File: config.mk
export PLATFORM = sky130hd
export DESIGN_NAME = core_packet_ingress_flat
export DESIGN_NICKNAME = d
export VERILOG_FILES = /design/src/rtl/core_packet_ingress_if.sv /design/src/rtl/core_packet_ingress.sv /design/src/flat_wrapper.sv
export SDC_FILE = /design/constraint.sdc
export NUM_CORES = 1
export LEC_CHECK = 0
export ABC_AREA = 1
export CAP_MARGIN = 10
export CELL_PAD_IN_SITES_DETAIL_PLACEMENT = 2
export CELL_PAD_IN_SITES_GLOBAL_PLACEMENT = 2
export CORE_MARGIN = 4
export CORE_UTILIZATION = 33
export CTS_CLUSTER_DIAMETER = 120
export DETAILED_ROUTE_END_ITERATION = 8
export PLACE_DENSITY_LB_ADDON = 0.1
export SYNTH_ARGS = -nofsm -noshare
export SYNTH_HDL_FRONTEND = slang
export SYNTH_SLANG_ARGS = --single-unit
export TNS_END_PERCENT = 10
File: constraint.sdc
create_clock -name clk -period 3.7 [get_ports clk]
set_input_delay 1.11 -clock clk [delete_from_list [all_inputs] [get_ports clk]]
set_output_delay 1.11 -clock clk [all_outputs]
set_load 0.05 [all_outputs]
File: src/rtl/core_packet_ingress_if.sv
// Core-to-router flit bus: 4-phase bundled-data input side, valid/ready output side
// and status. The ingress block is the slave; the core/router side is the master.
interface core_packet_ingress_if #(
    parameter int unsigned DATA_W = 11
);
    logic              in_req;
    logic [DATA_W-1:0] in_data;
    logic [1:0]        in_ctrl;
    logic              in_ack;
    logic              out_valid;
    logic [DATA_W+1:0] out_data;
    logic              out_ready;
    logic [7:0]        pkt_count;
    logic              seq_err;

    modport master (
        output in_req, in_data, in_ctrl, out_ready,
        input  in_ack, out_valid, out_data, pkt_count, seq_err
    );

    modport slave (
        input  in_req, in_data, in_ctrl, out_ready,
        output in_ack, out_valid, out_data, pkt_count, seq_err
    );
endinterface

File: src/rtl/core_packet_ingress.sv
// Ingress from an asynchronous 4-phase core port into a DEPTH-entry flit FIFO,
// with packet-sequence checking and a completed-packet counter.
module core_packet_ingress #(
    parameter int unsigned DATA_W      = 11,
    parameter int unsigned DEPTH       = 4,
    parameter int unsigned SYNC_STAGES = 2
) (
    input  logic                 clk,
    input  logic                 reset,
    core_packet_ingress_if.slave bus
);
    localparam int unsigned AW = $clog2(DEPTH);
    localparam logic [AW:0]   FULL_CNT = DEPTH[AW:0];
    localparam logic [AW:0]   CNT_ONE  = 1;
    localparam logic [AW-1:0] PTR_ONE  = 1;

    typedef enum logic {IDLE, ACKED} state_t;

    state_t                 state_q, state_d;
    logic [SYNC_STAGES-1:0] sync_q, sync_d;
    logic [DATA_W+1:0]      mem_q [DEPTH];
    logic [AW-1:0]          wr_ptr_q, wr_ptr_d, rd_ptr_q, rd_ptr_d;
    logic [AW:0]            count_q, count_d;
    logic                   in_pkt_q, in_pkt_d;
    logic                   seq_err_q, seq_err_d;
    logic [7:0]             pkt_count_q, pkt_count_d;

    logic req_s, full, push, pop, ack;

    assign sync_d = {sync_q[SYNC_STAGES-2:0], bus.in_req};
    assign req_s  = sync_q[SYNC_STAGES-1];
    assign full   = (count_q == FULL_CNT);
    assign pop    = (count_q != '0) && bus.out_ready;

    always_ff @(posedge clk or posedge reset) begin
        if (reset) state_q <= IDLE;
        else       state_q <= state_d;
    end

    always_comb begin
        state_d = state_q;
        unique case (state_q)
            IDLE:  if (req_s && !full) state_d = ACKED;
            ACKED: if (!req_s)         state_d = IDLE;
            default: state_d = IDLE;
        endcase
    end

    always_comb begin
        ack  = (state_q == ACKED);
        push = (state_q == IDLE) && req_s && !full;
    end

    always_comb begin
        wr_ptr_d = push ? wr_ptr_q + PTR_ONE : wr_ptr_q;
        rd_ptr_d = pop  ? rd_ptr_q + PTR_ONE : rd_ptr_q;
        count_d  = count_q;
        if (push && !pop)      count_d = count_q + CNT_ONE;
        else if (pop && !push) count_d = count_q - CNT_ONE;
    end

    // Tracker advances on every push, even for out-of-sequence flits.
    always_comb begin
        in_pkt_d    = in_pkt_q;
        seq_err_d   = seq_err_q;
        pkt_count_d = pkt_count_q;
        if (push) begin
            unique case (bus.in_ctrl)
                2'b01: begin
                    if (in_pkt_q) seq_err_d = 1'b1;
                    in_pkt_d = 1'b1;
                end
                2'b10: begin
                    if (!in_pkt_q) seq_err_d = 1'b1;
                    in_pkt_d = 1'b0;
                end
                2'b11: begin
                    if (in_pkt_q) seq_err_d = 1'b1;
                    in_pkt_d = 1'b0;
                end
                default: begin
                    if (!in_pkt_q) seq_err_d = 1'b1;
                end
            endcase
            if (bus.in_ctrl[1]) pkt_count_d = pkt_count_q + 8'd1;
        end
    end

    always_ff @(posedge clk or posedge reset) begin
        if (reset) begin
            sync_q      <= '0;
            wr_ptr_q    <= '0;
            rd_ptr_q    <= '0;
            count_q     <= '0;
            in_pkt_q    <= 1'b0;
            seq_err_q   <= 1'b0;
            pkt_count_q <= '0;
            for (int unsigned i = 0; i < DEPTH; i++) mem_q[i] <= '0;
        end else begin
            sync_q      <= sync_d;
            wr_ptr_q    <= wr_ptr_d;
            rd_ptr_q    <= rd_ptr_d;
            count_q     <= count_d;
            in_pkt_q    <= in_pkt_d;
            seq_err_q   <= seq_err_d;
            pkt_count_q <= pkt_count_d;
            if (push) mem_q[wr_ptr_q] <= {bus.in_ctrl, bus.in_data};
        end
    end

    assign bus.in_ack    = ack;
    assign bus.out_valid = (count_q != '0);
    assign bus.out_data  = mem_q[rd_ptr_q];
    assign bus.pkt_count = pkt_count_q;
    assign bus.seq_err   = seq_err_q;
endmodule

File: src/flat_wrapper.sv
// flat-port wrapper written by rule: the top's interface ports become plain ports
module core_packet_ingress_flat 
#(
    parameter int unsigned DATA_W      = 11,
    parameter int unsigned DEPTH       = 4,
    parameter int unsigned SYNC_STAGES = 2
)
  (clk, reset, bus_in_req, bus_in_data, bus_in_ctrl, bus_out_ready, bus_in_ack, bus_out_valid, bus_out_data, bus_pkt_count, bus_seq_err);
  core_packet_ingress_if #(.DATA_W(DATA_W)) bus_i ();
  input  logic clk;
  input  logic reset;
  input wire logic [$bits(bus_i.in_req)-1:0] bus_in_req;
  input wire logic [$bits(bus_i.in_data)-1:0] bus_in_data;
  input wire logic [$bits(bus_i.in_ctrl)-1:0] bus_in_ctrl;
  input wire logic [$bits(bus_i.out_ready)-1:0] bus_out_ready;
  output wire logic [$bits(bus_i.in_ack)-1:0] bus_in_ack;
  output wire logic [$bits(bus_i.out_valid)-1:0] bus_out_valid;
  output wire logic [$bits(bus_i.out_data)-1:0] bus_out_data;
  output wire logic [$bits(bus_i.pkt_count)-1:0] bus_pkt_count;
  output wire logic [$bits(bus_i.seq_err)-1:0] bus_seq_err;
  assign bus_i.in_req = bus_in_req;
  assign bus_i.in_data = bus_in_data;
  assign bus_i.in_ctrl = bus_in_ctrl;
  assign bus_i.out_ready = bus_out_ready;
  assign bus_in_ack = bus_i.in_ack;
  assign bus_out_valid = bus_i.out_valid;
  assign bus_out_data = bus_i.out_data;
  assign bus_pkt_count = bus_i.pkt_count;
  assign bus_seq_err = bus_i.seq_err;
  core_packet_ingress #(.DATA_W(DATA_W), .DEPTH(DEPTH), .SYNC_STAGES(SYNC_STAGES)) u_core (.clk(clk), .reset(reset), .bus(bus_i));
endmodule
==> impl_metrics.tcl <==
set metrics [dict create \
    core_region_area_um2 10300 \
    wl_per_cell_um 16.8 \
    synth.most_common_cell "nand2_1" \
    clk_pin_slew_ns 0.08 \
    drv_cap 0 \
    n_antenna_cell 0 \
    vias 2884 \
    syn_to_final_growth_pct 20.5 \
    dieArea_um2 12200 \
    r2r_slack_ns 1.60 \
    drive_gt1_share_pct 9.29 \
    synth_top_area_cell "dfrtp_1" \
    clockRootBuffer "clkbuf_8" \
    peakVddDrop_v 0.000441 \
    io_pins 41 \
    stdcell_area_um2 4170 \
    crit_arrival_ns 1.97 \
    pre_cts_ws_ns 0.920 \
    synth_warnings 0 \
    min_path_type "flip-flop to flip-flop" \
    detailed_place_hpwl_um 6680 \
    cts_buffers 9 \
    die_h_um 110 \
    cts_tree "yes" \
    drc 0 \
    ys.flop_type "dfrtp_1" \
    place_area_um2 3960 \
    htree_levels 3 \
    drt_wl_total_um 10000 \
    path_class "flip-flop to primary output" \
    timing.final.hold_violations 0 \
    synthArstFlopShare_pct 100 \
    leakage_uw 0.00207 \
    path_cells "inv_1, o21ai_0, o22ai_1, buf_12" \
    fin_setup_tns_ns 0 \
    cp_max_fo 14 \
    finalClockSkew_ns 0.0136 \
    cts_setup_buffers 0 \
    fin_crit_ns 3.08 \
    ant_nets 0 \
    clock_path_buffers 2 \
    synth_common_cells "nand2_1, dfrtp_1, nor2_1" \
    numPortBuffers 40 \
    cp-end-kind "primary output" \
    die_x_um 110 \
    grt_pass1_wl_um 17400 \
    holdBufCountCts 0 \
    max-slew-margin-rel_pct 53.9 \
    maxSlewViolCount 0 \
    initial_core_util_pct 33.7 \
    setup_violations 0 \
    first_iter_violations 107 \
    post_cts_resized 0 \
    seq_area_frac_synth_pct 52.0 \
    fin_util_pct 40.6 \
    fin_nets 482 \
    cp.required_ns 2.59 \
    track_usage_pct 17.9 \
    synthDistinctLibCells 23 \
    clkSinkCount 72 \
    power_density_nw_per_um2 1030 \
    drtPass1Iterations 4 \
    synth_area_leaders "dfrtp_1, nand2_1, o21ai_0" \
    ys_ff_latch 72 \
    syn-num-nets 447 \
    fin_ws_ns 0.621 \
    rows 37 \
    slowest_delay_ns 0.55 \
    tightest_slew_ns 0.690 \
    rsz0062_at_grt "false" \
    clock.fmax_mhz 325 \
    crit_slowest_cell "dfrtp_1" \
    via_per_inst 4.81 \
    mappedNetlistArea_um2 3460 \
    grt_pass1_vias 3316 \
    fin_crit_sh_pct 83.2 \
    insertion_delay_ns 0.36 \
    critPathLaunchType "flip-flop" \
    antenna_found_initial 0 \
    synth_top_area_share_pct 52.0 \
    gp_congestion 0.727 \
    overflow 0 \
    synth_edf_count 0 \
    netlist_instances 423 \
    outcome "completed" \
    grt_max_degree 73 \
    synth.avg_cell_area_um2 8.19 \
]
## cell usage in the layout, fill, tap and decap left out
cell type	n
ha_1	6
nand2_2	3
clkdlybuf4s50_1	27
inv_1	21
clkinv_2	1
nor2_1	34
nand3_1	3
nand2_1	199
inv_2	2
dfrtp_1	72
nor2_4	5
clkbuf_1	1
clkbuf_8	13
a21oi_4	1
o22ai_1	13
o21bai_1	1
xnor2_1	1
o21ai_0	32
buf_12	7
xor2_1	5
nand3b_1	4
bufinv_16	1
nand2_4	1
fa_1	1
buf_4	9
## report_power, final
part           internal, uW  total, uW  switching, uW
clock network           385        689            303
registers              1140       1390            244
logic                   773       2240           1460
## critical path: cells and delay by family, from the launching register on
family	cells	cell delay, ns
AO/OA/AOI/OAI	2	0.45
flip-flops	1	0.55
buffers and inverters	2	0.61
## routing by layer
layer	routed length [um]	up-vias	share of wire (%)	global-route usage [%]
met1	4550	1453	45	22.8
met3	280	10	2.8	3.67
met4	129	0	1.3	5.17
met5	0	-	0	0
li1	-	1382	-	-
met2	5080	39	51	30.6
## cells by family (layout without fill, tap and decap cells)
group                      after synthesis  after routing  share of synthesized area, %
and+or+nand+nor                        249            249                          29.0
adders and majority gates                7              7                          2.75
DFF                                     72             72                          52.0
buffers and inverters                   42             82                          7.01
AOI/OAI and AO/OA                       47             47                          7.66
xor gates and xnor gates                 6              6                          1.52
## state kept, by name, summed over array words and instances, names as in the netlist
register / flops
u_core.bus.in_ack: 1
u_core.sync_q: 2
u_core.in_pkt_q: 1
u_core.bus.pkt_count: 8
u_core.mem_q: 52
u_core.bus.seq_err: 1
u_core.count_q: 3
u_core.rd_ptr_q: 2
u_core.wr_ptr_q: 2
## final cells by class
class                      count  area, um2
fill                        1214       6100
sequential                    72       1800
multi-input combinational    309       1420
timing repair buffer          43        478
clock buffer                  14        183
tap                          136        170
inverter                      23       86.3
clock inverter                 2       35.0
## final timing paths
path / endpoint / start / depth (start not counted)
max in group asynchronous: u_core.mem_q[26] / reset / 3
hold / removal: u_core.sync_q[1] / u_core.sync_q[0] / 0
min in group asynchronous: u_core.mem_q[0] / reset / 3
hold reg to reg: u_core.sync_q[1] / u_core.sync_q[0] / 0
setup / recovery: bus_out_data[11] / u_core.rd_ptr_q[1] / 4
setup reg to reg: u_core.count_q[2] / u_core.bus.in_ack / 10
## metrics by stage
stage | hold slack, ns | total power (uW) | cells
global placement | 0.341 | 3600 | 583
global route | 0.383 | 4670 | 599
detailed placement | 0.340 | 3690 | 583
floorplan | 0.331 | 2880 | 423
finish | 0.356 | 4310 | 599
CTS | 0.358 | 4390 | 599
Power figures use the tool's default switching activity.
